`src/rtl/core_pkg.sv`:
```
// Shared core definitions: instruction width, NOP encoding and the loader FSM states.
package core_pkg;

  localparam int INSTR_W = 32;
  localparam logic [INSTR_W-1:0] NOP_INSTR = 32'h0000_0000;

  typedef enum logic [1:0] {
    ST_CLEAR = 2'd0,
    ST_IDLE  = 2'd1,
    ST_LOAD  = 2'd2,
    ST_RUN   = 2'd3
  } ld_state_e;

endpackage

```
`src/rtl/ins_mem_array.sv`:
```
// Single-write, single-read synchronous RAM with a registered read port.
module ins_mem_array
  import core_pkg::*;
#(
  parameter int                DATA_W = INSTR_W,
  parameter int                DEPTH  = 32,
  parameter int                ADDR_W = $clog2(DEPTH),
  parameter logic [DATA_W-1:0] FILL   = DATA_W'(NOP_INSTR)
) (
  input  logic              clk,
  input  logic              rst,
  input  logic              we,
  input  logic [ADDR_W-1:0] waddr,
  input  logic [DATA_W-1:0] wdata,
  input  logic              re,
  input  logic              rnop,
  input  logic [ADDR_W-1:0] raddr,
  output logic [DATA_W-1:0] rdata
);

  logic [DATA_W-1:0] mem [DEPTH];
  logic [DATA_W-1:0] rdata_d, rdata_q;

  // rnop substitutes FILL so masked reads never expose stale contents
  always_comb begin
    rdata_d = rdata_q;
    if (re) begin
      rdata_d = rnop ? FILL : mem[raddr];
    end
  end

  always_ff @(posedge clk) begin
    if (we) begin
      mem[waddr] <= wdata;
    end
  end

  always_ff @(posedge clk or posedge rst) begin
    if (rst) begin
      rdata_q <= FILL;
    end else begin
      rdata_q <= rdata_d;
    end
  end

  assign rdata = rdata_q;

endmodule

```
`src/rtl/ins_mem_loader.sv`:
```
// Instruction memory with a NOP clear sweep, a valid/ready program loader and a
// one-cycle registered fetch port that masks addresses beyond the loaded program.
module ins_mem_loader
  import core_pkg::*;
#(
  parameter int                DATA_W   = INSTR_W,
  parameter int                ADDR_W   = 5,
  parameter int                DEPTH    = 1 << ADDR_W,
  parameter logic [DATA_W-1:0] NOP_WORD = DATA_W'(NOP_INSTR)
) (
  input  logic              clk,
  input  logic              rst,
  input  logic              mode,
  input  logic              ld_valid,
  input  logic [DATA_W-1:0] ld_data,
  output logic              ld_ready,
  input  logic              fetch_req,
  input  logic [ADDR_W-1:0] fetch_addr,
  output logic              fetch_valid,
  output logic [DATA_W-1:0] fetch_data,
  output logic              fetch_err,
  output logic [ADDR_W:0]   prog_len,
  output logic              load_done,
  output logic              busy
);

  localparam logic [ADDR_W:0]   DEPTH_L   = (ADDR_W+1)'(DEPTH);
  localparam logic [ADDR_W-1:0] LAST_ADDR = ADDR_W'(DEPTH - 1);

  ld_state_e         state_d, state_q;
  logic [ADDR_W-1:0] clr_ptr_d, clr_ptr_q;
  logic [ADDR_W-1:0] wr_ptr_d, wr_ptr_q;
  logic [ADDR_W:0]   prog_len_d, prog_len_q;
  logic              ld_ready_d, ld_ready_q;
  logic              fetch_valid_d, fetch_valid_q;
  logic              fetch_err_d, fetch_err_q;
  logic              load_done_d, load_done_q;
  logic              busy_d, busy_q;

  logic              mem_we, mem_re, mem_rnop, in_range, ld_accept;
  logic [ADDR_W-1:0] mem_waddr;
  logic [DATA_W-1:0] mem_wdata;

  // Next-state logic; also steers the single RAM write port between sweep and loader
  always_comb begin
    state_d       = state_q;
    clr_ptr_d     = clr_ptr_q;
    wr_ptr_d      = wr_ptr_q;
    prog_len_d    = prog_len_q;
    fetch_valid_d = 1'b0;
    fetch_err_d   = fetch_err_q;
    load_done_d   = 1'b0;
    mem_we        = 1'b0;
    mem_waddr     = wr_ptr_q;
    mem_wdata     = ld_data;
    mem_re        = 1'b0;
    mem_rnop      = 1'b0;
    in_range      = ({1'b0, fetch_addr} < prog_len_q);
    ld_accept     = (state_q == ST_LOAD) && mode && ld_valid && ld_ready_q;

    case (state_q)
      ST_CLEAR: begin
        mem_we    = 1'b1;
        mem_waddr = clr_ptr_q;
        mem_wdata = NOP_WORD;
        clr_ptr_d = clr_ptr_q + ADDR_W'(1);
        if (clr_ptr_q == LAST_ADDR) begin
          state_d = ST_IDLE;
        end
      end
      ST_IDLE: begin
        if (mode) begin
          state_d    = ST_LOAD;
          wr_ptr_d   = '0;
          prog_len_d = '0;
        end else begin
          state_d = ST_RUN;
        end
      end
      ST_LOAD: begin
        if (!mode) begin
          state_d     = ST_RUN;
          load_done_d = 1'b1;
        end else if (ld_accept) begin
          mem_we     = 1'b1;
          wr_ptr_d   = wr_ptr_q + ADDR_W'(1);
          prog_len_d = prog_len_q + (ADDR_W+1)'(1);
        end
      end
      ST_RUN: begin
        if (fetch_req) begin
          fetch_valid_d = 1'b1;
          fetch_err_d   = !in_range;
          mem_re        = 1'b1;
          mem_rnop      = !in_range;
        end
        // A request made on the switch cycle is still answered next edge
        if (mode) begin
          state_d    = ST_LOAD;
          wr_ptr_d   = '0;
          prog_len_d = '0;
        end
      end
      default: begin
        state_d = ST_CLEAR;
      end
    endcase

    busy_d     = (state_d == ST_CLEAR);
    ld_ready_d = (state_d == ST_LOAD) && (prog_len_d < DEPTH_L);
  end

  // State, pointers and registered outputs
  always_ff @(posedge clk or posedge rst) begin
    if (rst) begin
      state_q       <= ST_CLEAR;
      clr_ptr_q     <= '0;
      wr_ptr_q      <= '0;
      prog_len_q    <= '0;
      ld_ready_q    <= 1'b0;
      fetch_valid_q <= 1'b0;
      fetch_err_q   <= 1'b0;
      load_done_q   <= 1'b0;
      busy_q        <= 1'b1;
    end else begin
      state_q       <= state_d;
      clr_ptr_q     <= clr_ptr_d;
      wr_ptr_q      <= wr_ptr_d;
      prog_len_q    <= prog_len_d;
      ld_ready_q    <= ld_ready_d;
      fetch_valid_q <= fetch_valid_d;
      fetch_err_q   <= fetch_err_d;
      load_done_q   <= load_done_d;
      busy_q        <= busy_d;
    end
  end

  ins_mem_array #(
    .DATA_W(DATA_W),
    .DEPTH (DEPTH),
    .ADDR_W(ADDR_W),
    .FILL  (NOP_WORD)
  ) u_array (
    .clk  (clk),
    .rst  (rst),
    .we   (mem_we),
    .waddr(mem_waddr),
    .wdata(mem_wdata),
    .re   (mem_re),
    .rnop (mem_rnop),
    .raddr(fetch_addr),
    .rdata(fetch_data)
  );

  assign ld_ready    = ld_ready_q;
  assign fetch_valid = fetch_valid_q;
  assign fetch_err   = fetch_err_q;
  assign prog_len    = prog_len_q;
  assign load_done   = load_done_q;
  assign busy        = busy_q;

endmodule

```
`config.mk`:
```
export PLATFORM = sky130hd
export DESIGN_NAME = ins_mem_loader
export DESIGN_NICKNAME = d
export VERILOG_FILES = /design/src/rtl/core_pkg.sv /design/src/rtl/ins_mem_array.sv /design/src/rtl/ins_mem_loader.sv
export SDC_FILE = /design/constraint.sdc
export NUM_CORES = 1
export LEC_CHECK = 0
export BUFFER_PORTS_ARGS = -buffer_cell sky130_fd_sc_hd__buf_2
export CAP_MARGIN = 20
export CORE_MARGIN = 3
export CORE_UTILIZATION = 25
export CTS_CLUSTER_SIZE = 30
export DETAILED_ROUTE_END_ITERATION = 10
export PLACE_DENSITY = 0.42
export SYNTH_ARGS = -nofsm -noshare
export SYNTH_HDL_FRONTEND = slang
export SYNTH_SLANG_ARGS = --single-unit
```
`constraint.sdc`:
```
create_clock -name clk -period 4.2 [get_ports clk]
set_input_delay 0.42 -clock clk [delete_from_list [all_inputs] [get_ports clk]]
set_output_delay 0.42 -clock clk [all_outputs]
set_load 0.1 [all_outputs]
```
==> results of run 1 <==
## how the worst min path moves through the flow
stage | startpoint | endpoint | slack (ns) | cells past startpoint
floorplan | clr_ptr_q[1] | clr_ptr_q[1] | 0.49 | 2
global placement | u_array.rdata[28] | u_array.rdata[28] | 0.50 | 1
global route | ld_data[26] | u_array.mem[0][26] | 0.15 | 2
detailed placement | u_array.rdata[28] | u_array.rdata[28] | 0.51 | 1
CTS | fetch_req | fetch_valid | 0.12 | 3
finish | ld_data[26] | u_array.mem[3][26] | 0.19 | 2
## through the flow
step / cell area (um2) / hold WS [ns]
finish: 49150 / 0.1886
global route: 49150 / 0.1483
CTS: 49120 / 0.1218
detailed placement: 45520 / 0.5074
global placement: 45510 / 0.4965
floorplan: 41520 / 0.4916
## state kept, by name (all words and copies together) (netlist names)
name,count
clr_ptr_q,5
fetch_err,1
wr_ptr_q,5
state_q,2
u_array.mem,1024
ld_ready,1
prog_len,6
fetch_valid,1
load_done,1
u_array.rdata,32
busy,1
## kinds of logic (layout without fill, tap and decap cells)
logic type               Yosys count  count (layout)
AO/OA/AOI/OAI                    286             286
flip-flops                      1079            1079
multiplexers                     324             324
XOR/XNOR                           8               8
other                              0               1
AND/OR/NAND/NOR                  197             197
adder cells (fa/ha/maj)            8               8
buffers and inverters            127             424
## final cells by class
class	count	area [um2]	area share
multi-input cells	823	9129	0.1857
flip-flops and latches	1079	32130	0.6537
clock inverters	61	429.2	0.008732
clock buffers	151	3146	0.06400
repair buffers	199	1544	0.03141
well taps	2175	2721	0.05537
diodes	1	2.502	0.00005092
inverters	13	50.05	0.001018
## layer usage
| layer | vias to the layer above | track usage | routed length [um] |
|---|---|---|---|
| li1 | 8901 | - | - |
| met1 | 11440 | 0.1935 | 54010 |
| met2 | 607 | 0.2239 | 56900 |
| met3 | 169 | 0.02733 | 6166 |
| met4 | 2 | 0.04042 | 3259 |
| met5 | - | 0 | 13 |
## critical path, stage by stage (launching register included)
cell and delay [ns]:
dfrtp_1 0.59, inv_1 0.13, or3_1 0.40, o21ai_0 0.11
nand2_1 0.54, nor2_4 0.79, buf_12 0.26
## what timing repair did
action / CTS / global route
hold endpoints to repair: 32 / 0
buffers inserted: 0 / 0
hold buffers: 2 / 0
## power groups by stage
stage,Sequential [uW],Clock [uW],Combinational (uW)
floorplan,12500,0,683
global placement,12200,0,1630
detailed placement,12200,0,1640
CTS,12000,9960,1640
global route,12000,10400,1710
finish,12000,9670,1610
## cells in the final DEF, fill, tap and decap left out, drive strengths merged, types with 49 or more instances in the layout
| master | n |
|---|---|
| a21oi | 61 |
| nand2 | 50 |
| dfrtp | 54 |
| clkbuf | 151 |
| edfxtp | 1024 |
| mux4 | 186 |
| nor2 | 49 |
| a22oi | 64 |
| buf | 197 |
| o221ai | 59 |
| clkinv | 54 |
| mux2i | 138 |
==> impl_metrics.ini, run 1 <==
[clocking]
cts_resized = 0
root_buffer = clkbuf_16
cts_max_level = 3
cts_buffer_depth = 3
clkSlewWorstSetupHoldPaths_ns = 0.06
cts.sinks = 1079
numCtsBuffers = 114
clk_latency_ns = 0.71
cts_tree = built

[synth]
synth.most_common_cell = edfxtp_1
synth_ff_type = edfxtp_1
synth_edf_count = 1024
synth_area_leaders = edfxtp_1 (74%), mux4_2 (10%), mux2i_1 (3.3%)
synth.distinct_cells = 49
synth.avg_cell_area_um2 = 20.46
syn_area_mm2 = 0.04152
yosys-top-cells-count = edfxtp_1 (1,024), mux4_2 (186), mux2i_1 (138)
yosys.area_share.simple = 0.02318
synthCells = 2029
synth_top_area_cell = edfxtp_1
synth_top_family_by_area = multiplexers
synth_seq_cells = 1079
synthArstFlopShare = 0.05097
post-synth-top-area-fraction = 0.7406
synth_fa_ha_area_frac = 0.002411
synth_nets = 2079
synth_compound_area_frac = 0.04912
synth_xor_xnor_area_share = 0.001688
synth.mux.area_fraction = 0.1342
yosysSeqAreaShare = 0.7738
synth-warning-count = 0

[floorplanning]
rows = 148
initial_core_util = 0.2533
core_area_mm2 = 0.1639
io_pins = 85
dieHeight_um = 413.5
dieArea_mm2 = 0.1710
fp.dieW_um = 413.5

[critical_path]
startpoint = state_q[1]
crit_type = register to register
reg2reg_from = state_q[1]
crit_required_ns = 4.61
crit_path_end_kind = register
arrival_ns = 3.55
timing.rr.end = u_array.mem[30][16]
critPathCapture = u_array.mem[30][16]
critPathLaunchType = register
cp_max_fo = 18
r2r_cells = 6
r2r_setup_slack_ns = 1.06

[placement]
place_congestion = 0.7766
portBuffers = 84
dp_hpwl_um = 71120
place_ws_ns = 0.9007
numPlacedInstances = 4285

[sta]
max_freq_mhz = 318.0
min_period_over_period = 0.7486
hold_violations = 0
rsz0062_at_grt = false
worst_pin_slew_ns = 1.160
clock_skew_ns = 0.01978
setup_viol = 0
drv_slew = 0
slew_headroom = 0.2239
fin_tns_setup_ns = 0
post-route-min-period_ns = 3.144
layout_setup_ws_ns = 1.056

[route]
vias = 21120
drtIter0Drc = 1865
routed_wl_um = 120300
wire_per_inst_um = 26.73
ant_nets = 0
dr.pass1.iters = 5
viasPerCell = 4.690
remaining_drc_errors = 0

[layout]
final_cells = 4502
area_growth_pct = 18.38
layout-drive-gt1-share = 0.2648
final_core_util = 0.2999
fin_nets = 2280
fill_cells = 15950

[global_routing]
grt_pass1_vias = 22110
grt_pass1_wl_um = 170500
track_usage = 0.1401
antenna_found_initial = 13
overflow = 0
grt_max_degree = 91

[power]
vdd_ir_drop_max_v = 0.0003916
p_int_uw = 17870
switching_power_uw = 5386
p_clk_frac = 0.416
cellPowerDensity_mw_per_mm2 = 473.3
finalPower_uw = 23260
switching_share = 0.2316
power.share.sequential = 0.515
p_leak_uw = 0.01593
p_comb_frac = 0.069

[job]
cap_violations = 0

[hold_path]
hold_path.class = input pin to register

[run_status]
run_status = complete, no violations
Note: power is estimated with default switching activity, not from simulation.
==> inputs of run 2 (changes only) <==
Settings changed: PLACE_DENSITY 0.42 to 0.43.
Clock period 4.2 ns to 2.55 ns, I/O delays scaled along.
==> run 2 against run 1 <==
Net effect:
- critical path depth unchanged
- highest routed layer is now met4
- cell count increased by 2.2%
- global-route usage increased by 0.84 points
- register-to-register slack got worse by 0.89 ns
- first-iteration DRC count increased by 7.1%
- sequential power increased by 64%
- flip-flop and latch count unchanged
- clock skew increased by 0.0063 ns
- maximum frequency increased by 32%
- total power increased by 67%
- via count increased by 2.5%
- design area increased by 3.0%
==> impl_metrics.ini, run 2 (synthesis gave the netlist of run 1 again) <==
[clocking]
root_buffer = clkbuf_16
cts_tree = built
cts_buffer_depth = 3
numCtsBuffers = 116
postCtsSetupBuffers = 0
cts.sinks = 1079
clk_latency_ns = 0.71
cts_max_level = 3
clkSlewWorstSetupHoldPaths_ns = 0.07

[floorplanning]
io_pins = 85
dieArea_mm2 = 0.1710
fp.dieW_um = 413.5
dieHeight_um = 413.5
initial_core_util = 0.2533
rows = 148
core_area_mm2 = 0.1639

[critical_path]
critPathTopFamily = simple AND/OR/NAND/NOR gates
r2r_cells = 6
cp.buffers_inverters = 2
path_cells = nor2_4 > clkinv_1 > o31ai_1 > nand2_1 > nor2_4 > buf_12
crit_required_ns = 2.94
arrival_ns = 2.77
critPathLaunchType = register
reg2reg_from = state_q[0]
crit_top_cell = nor2_4
crit_slowest_cell = dfrtp_1
crit_path_max_incr_delay_ns = 0.41
crit_path_end_kind = register
r2r_setup_slack_ns = 0.17
cp_max_fo = 16
crit_type = register to register
timing.rr.end = u_array.mem[4][10]

[layout]
area_growth_pct = 21.93
layout-drive-gt1-share = 0.2910
fin_nets = 2370
final_cells = 4599
largest_reg_flops = 1024
final_common_cell = edfxtp_1
largest-register = u_array.mem
layout_common_cells = edfxtp_1 (1,024), mux4_2 (186), mux2i_1 (138), buf_4 (121), clkbuf_16 (118)

[global_routing]
antenna_found_initial = 12
globalRouteMet2Util = 0.2379
grt_pass1_wl_um = 177800
grt_pass1_vias = 22520
track_usage = 0.1485
met3_usage = 0.02983
grt_max_degree = 37
overflow = 0
grt.met1_usage = 0.2061
top_usage_layer = met2

[sta]
post-route-min-period_ns = 2.384
max_freq_mhz = 419.4
min_period_over_period = 0.9350
rsz0062_at_grt = false
setup_viol = 0
slew_headroom = 0.4851
drv_slew = 0
hold_violations = 0
worst_pin_slew_ns = 0.7707
clock_skew_ns = 0.02603

[route]
viasPerCell = 4.707
remaining_drc_errors = 0
dr.pass1.iters = 7
vias = 21650
ant_nets = 0
drtIter0Drc = 1998
wire_per_inst_um = 27.82
routed_wl_um = 127900

[job]
cap_violations = 0

[placement]
dp_hpwl_um = 76710
numPlacedInstances = 4366
portBuffers = 84
place_congestion = 0.7587

[hold_path]
hold_path.class = input pin to register
hold_start = ld_data[21]
worstHoldPathCells = 2
min_to = u_array.mem[15][21]

[run_status]
run_status = complete, no violations

[power]
cellPowerDensity_mw_per_mm2 = 767.8
finalPower_uw = 38870
p_leak_uw = 0.01660
vdd_ir_drop_max_v = 0.0004594
run 2: worst max-delay path by stage:
stage                  startpoint                  to  slack [ns]  cells after the start
floorplan              state_q[1]   u_array.mem[1][0]       -0.21                      7
global placement    fetch_addr[3]    u_array.rdata[9]        0.06                      9
detailed placement  fetch_addr[3]    u_array.rdata[9]        0.08                      9
CTS                    state_q[0]  u_array.mem[0][19]        0.16                      6
global route          prog_len[4]   u_array.rdata[15]        0.04                     10
finish                 state_q[0]  u_array.mem[4][10]        0.17                      6
run 2: layout make-up:
type | instances | area, um2
clock buffers | 150 | 3163
fillers | 15800 | 113300
inverters | 13 | 50.05
diodes | 1 | 2.502
clock inverters | 71 | 549.3
multi-input cells | 823 | 9114
flip-flops and latches | 1079 | 32130
repair buffers | 287 | 2893
well taps | 2175 | 2721
run 2: worst register-to-register path, delay by kind of cell, from the launching register on:
family	cells	cell delay, ns
DFF	1	0.41
buffers and inverters	2	0.39
AOI/OAI and AO/OA	1	0.30
and+or+nand+nor	3	0.93
run 2: power by group:
part	switching, uW	total [uW]	internal, uW
logic	1980	2800	826
registers	184	19700	19500
clock network	6940	16400	9420
total	9100	38900	29800
run 2: timing repair:
| action | 4_1_cts | 5_1_grt |
|---|---|---|
| resized for setup | 0 | 0 |
| hold buffers | 4 | 1 |
| endpoints found under the hold margin | 41 | 1 |
run 2: routing by layer:
metal | part of all wire | wire [um] | vias up
met2 | 0.47 | 60410 | 715
met4 | 0.023 | 2961 | 0
met1 | 0.44 | 56510 | 11700
met3 | 0.063 | 8043 | 153
li1 | - | - | 9084
met5 | 0 | 0 | -
run 2: stage by stage:
step	setup slack (ns)	util	hold WS [ns]	setup TNS, ns	cell area, um2
after global placement	0.06094	0.2847	0.3798	0	46660
after floorplan	-0.2093	-	0.4792	-138.58	41700
after detailed placement	0.07769	0.2853	0.3826	0	46760
after global routing	0.03920	0.3089	0.01342	0	50620
final	0.1658	0.3089	0.02917	0	50620
after CTS	0.1615	0.3082	0.009699	0	50510
==> inputs of run 3 (changes only) <==
Settings changed: RECOVER_POWER set to 50.
==> run 3 against run 2 <==
Net effect:
- the flow now finishes with violations (max-capacitance violations, max-slew violations)
- core utilization decreased by 0.13 points
- sequential share of layout area increased by 0.28 points
- design area decreased by 0.43%
- flip-flop and latch count unchanged
- total power decreased by 0.12%
- hold slack got worse by 0.0032 ns
- global-route usage unchanged
- via count decreased by 0.30%
- largest cell class unchanged
- largest power group unchanged
==> impl_metrics.ini, run 3 (synthesis gave the netlist of run 1 again) <==
[clocking]
cts_resized = 0
postCtsSetupBuffers = 0
clk_latency_ns = 0.71
cts_buffer_depth = 3
cts_tree = built
cts_max_level = 3
cts.sinks = 1079
root_buffer = clkbuf_16
clkSlewWorstSetupHoldPaths_ns = 0.06
numCtsBuffers = 116

[sta]
rsz0062_at_grt = false
clock_skew_ns = 0.02515
min_period_over_period = 0.9558
post-route-min-period_ns = 2.437
setup_viol = 0
hold_violations = 0
drv_slew = 31
slew_headroom = -0.1463
max_freq_mhz = 410.3
whs_ns = 0.02592
worst_pin_slew_ns = 1.710

[power]
vdd_ir_drop_max_v = 0.0004573
finalPower_uw = 38820
p_leak_uw = 0.01647
cellPowerDensity_mw_per_mm2 = 770.3

[critical_path]
r2r_setup_slack_ns = 0.11
crit_path_end_kind = register
timing.rr.end = u_array.mem[7][18]
critPathLaunchType = register
reg2reg_from = state_q[1]
arrival_ns = 2.79
r2r_cells = 4
crit_required_ns = 2.90
crit_type = register to register
cp_max_fo = 26

[layout]
layout_common_cells = edfxtp_1 (1,024), mux4_2 (186), mux2i_1 (138), clkbuf_16 (118), buf_4 (96)
final_cells = 4600
stdcell_area_mm2 = 0.05040
fin_nets = 2370
final_core_util = 0.3076
largest_reg_flops = 1024
largest-register = u_array.mem
final_common_cell = edfxtp_1
layout-drive-gt1-share = 0.2753
area_growth_pct = 21.40

[global_routing]
grt_pass1_vias = 22520
track_usage = 0.1485
antenna_found_initial = 12
grt_max_degree = 37
grt_pass1_wl_um = 177800
overflow = 0

[hold_path]
worstHoldPathCells = 2
hold_start = ld_data[21]
hold_path.class = input pin to register
min_to = u_array.mem[14][21]

[placement]
numPlacedInstances = 4366
placed_area_mm2 = 0.04676
place_congestion = 0.7587
dp_hpwl_um = 76710
portBuffers = 84

[run_status]
violations = max-capacitance violations, max-slew violations
run_status = complete, but fails checks

[floorplanning]
rows = 148
fp.dieW_um = 413.5
dieHeight_um = 413.5
initial_core_util = 0.2533
dieArea_mm2 = 0.1710
core_area_mm2 = 0.1639
io_pins = 85

[job]
cap_violations = 1

[route]
vias = 21580
remaining_drc_errors = 0
dr.pass1.iters = 5
wire_per_inst_um = 27.80
drtIter0Drc = 1970
ant_nets = 0
viasPerCell = 4.692
routed_wl_um = 127900
## run 3: changes by cell type in the layout (fill, tap and decap cells not counted), moves of 2 or more
| cell | change |
|---|---|
| clkbuf_2 | +26 |
| buf_4 | -25 |
| clkbuf_1 | +19 |
| buf_2 | -16 |
| nor2b_1 | +16 |
| nor2b_2 | -15 |
| buf_8 | -10 |
| clkbuf_4 | +4 |
| dlymetal6s4s_1 | +2 |
## run 3: layout make-up
cell class / count / area (um2)
Antenna cell: 2 / 5.005
Clock buffer: 150 / 3163
Clock inverter: 71 / 549.3
Fill cell: 15830 / 113500
Inverter: 13 / 50.05
Multi-Input combinational cell: 823 / 9069
Sequential cell: 1079 / 32130
Tap cell: 2175 / 2721
Timing Repair Buffer: 287 / 2716
## run 3: layer usage
| metal | global-route usage | wire [um] | vias up | part of all wire |
|---|---|---|---|---|
| li1 | - | - | 9091 | - |
| met3 | 0.02983 | 7533 | 158 | 0.059 |
| met5 | 0 | 0 | - | 0 |
| met2 | 0.2379 | 60550 | 639 | 0.47 |
| met4 | 0.03764 | 2942 | 0 | 0.023 |
| met1 | 0.2061 | 56860 | 11700 | 0.44 |
## run 3: through the flow
stage	setup slack, ns	TNS [ns]
2_1_floorplan	-0.2093	-138.58
3_3_place_gp	0.06094	0
3_5_place_dp	0.07769	0
4_1_cts	0.1615	0
5_1_grt	0.02457	0
6_report	0.1128	0
## run 3: worst max-delay path by stage
stage	start	to	slack, ns	cells after the start
4_1_cts	state_q[0]	u_array.mem[0][19]	0.16	6
5_1_grt	state_q[0]	u_array.mem[12][2]	0.02	5
6_report	state_q[1]	u_array.mem[7][18]	0.11	4
2_1_floorplan	state_q[1]	u_array.mem[1][0]	-0.21	7
3_3_place_gp	fetch_addr[3]	u_array.rdata[9]	0.06	9
3_5_place_dp	fetch_addr[3]	u_array.rdata[9]	0.08	9
## run 3: what timing repair did
item / CTS / global route
setup endpoints to repair: 0 / 0
hold endpoints to repair: 41 / 1
hold buffers: 4 / 1
## run 3: worst max-delay path: stages (launching register included)
cell and delay (ns):
dfrtp_1 0.41, nor2_4 0.09, buf_12 0.17, nor2b_1 0.46, dlymetal6s4s_1 0.90
## run 3: where the power goes
| group | switching [uW] | internal [uW] |
|---|---|---|
| registers | 185 | 19500 |
| clock network | 6920 | 9420 |
| logic | 1970 | 788 |
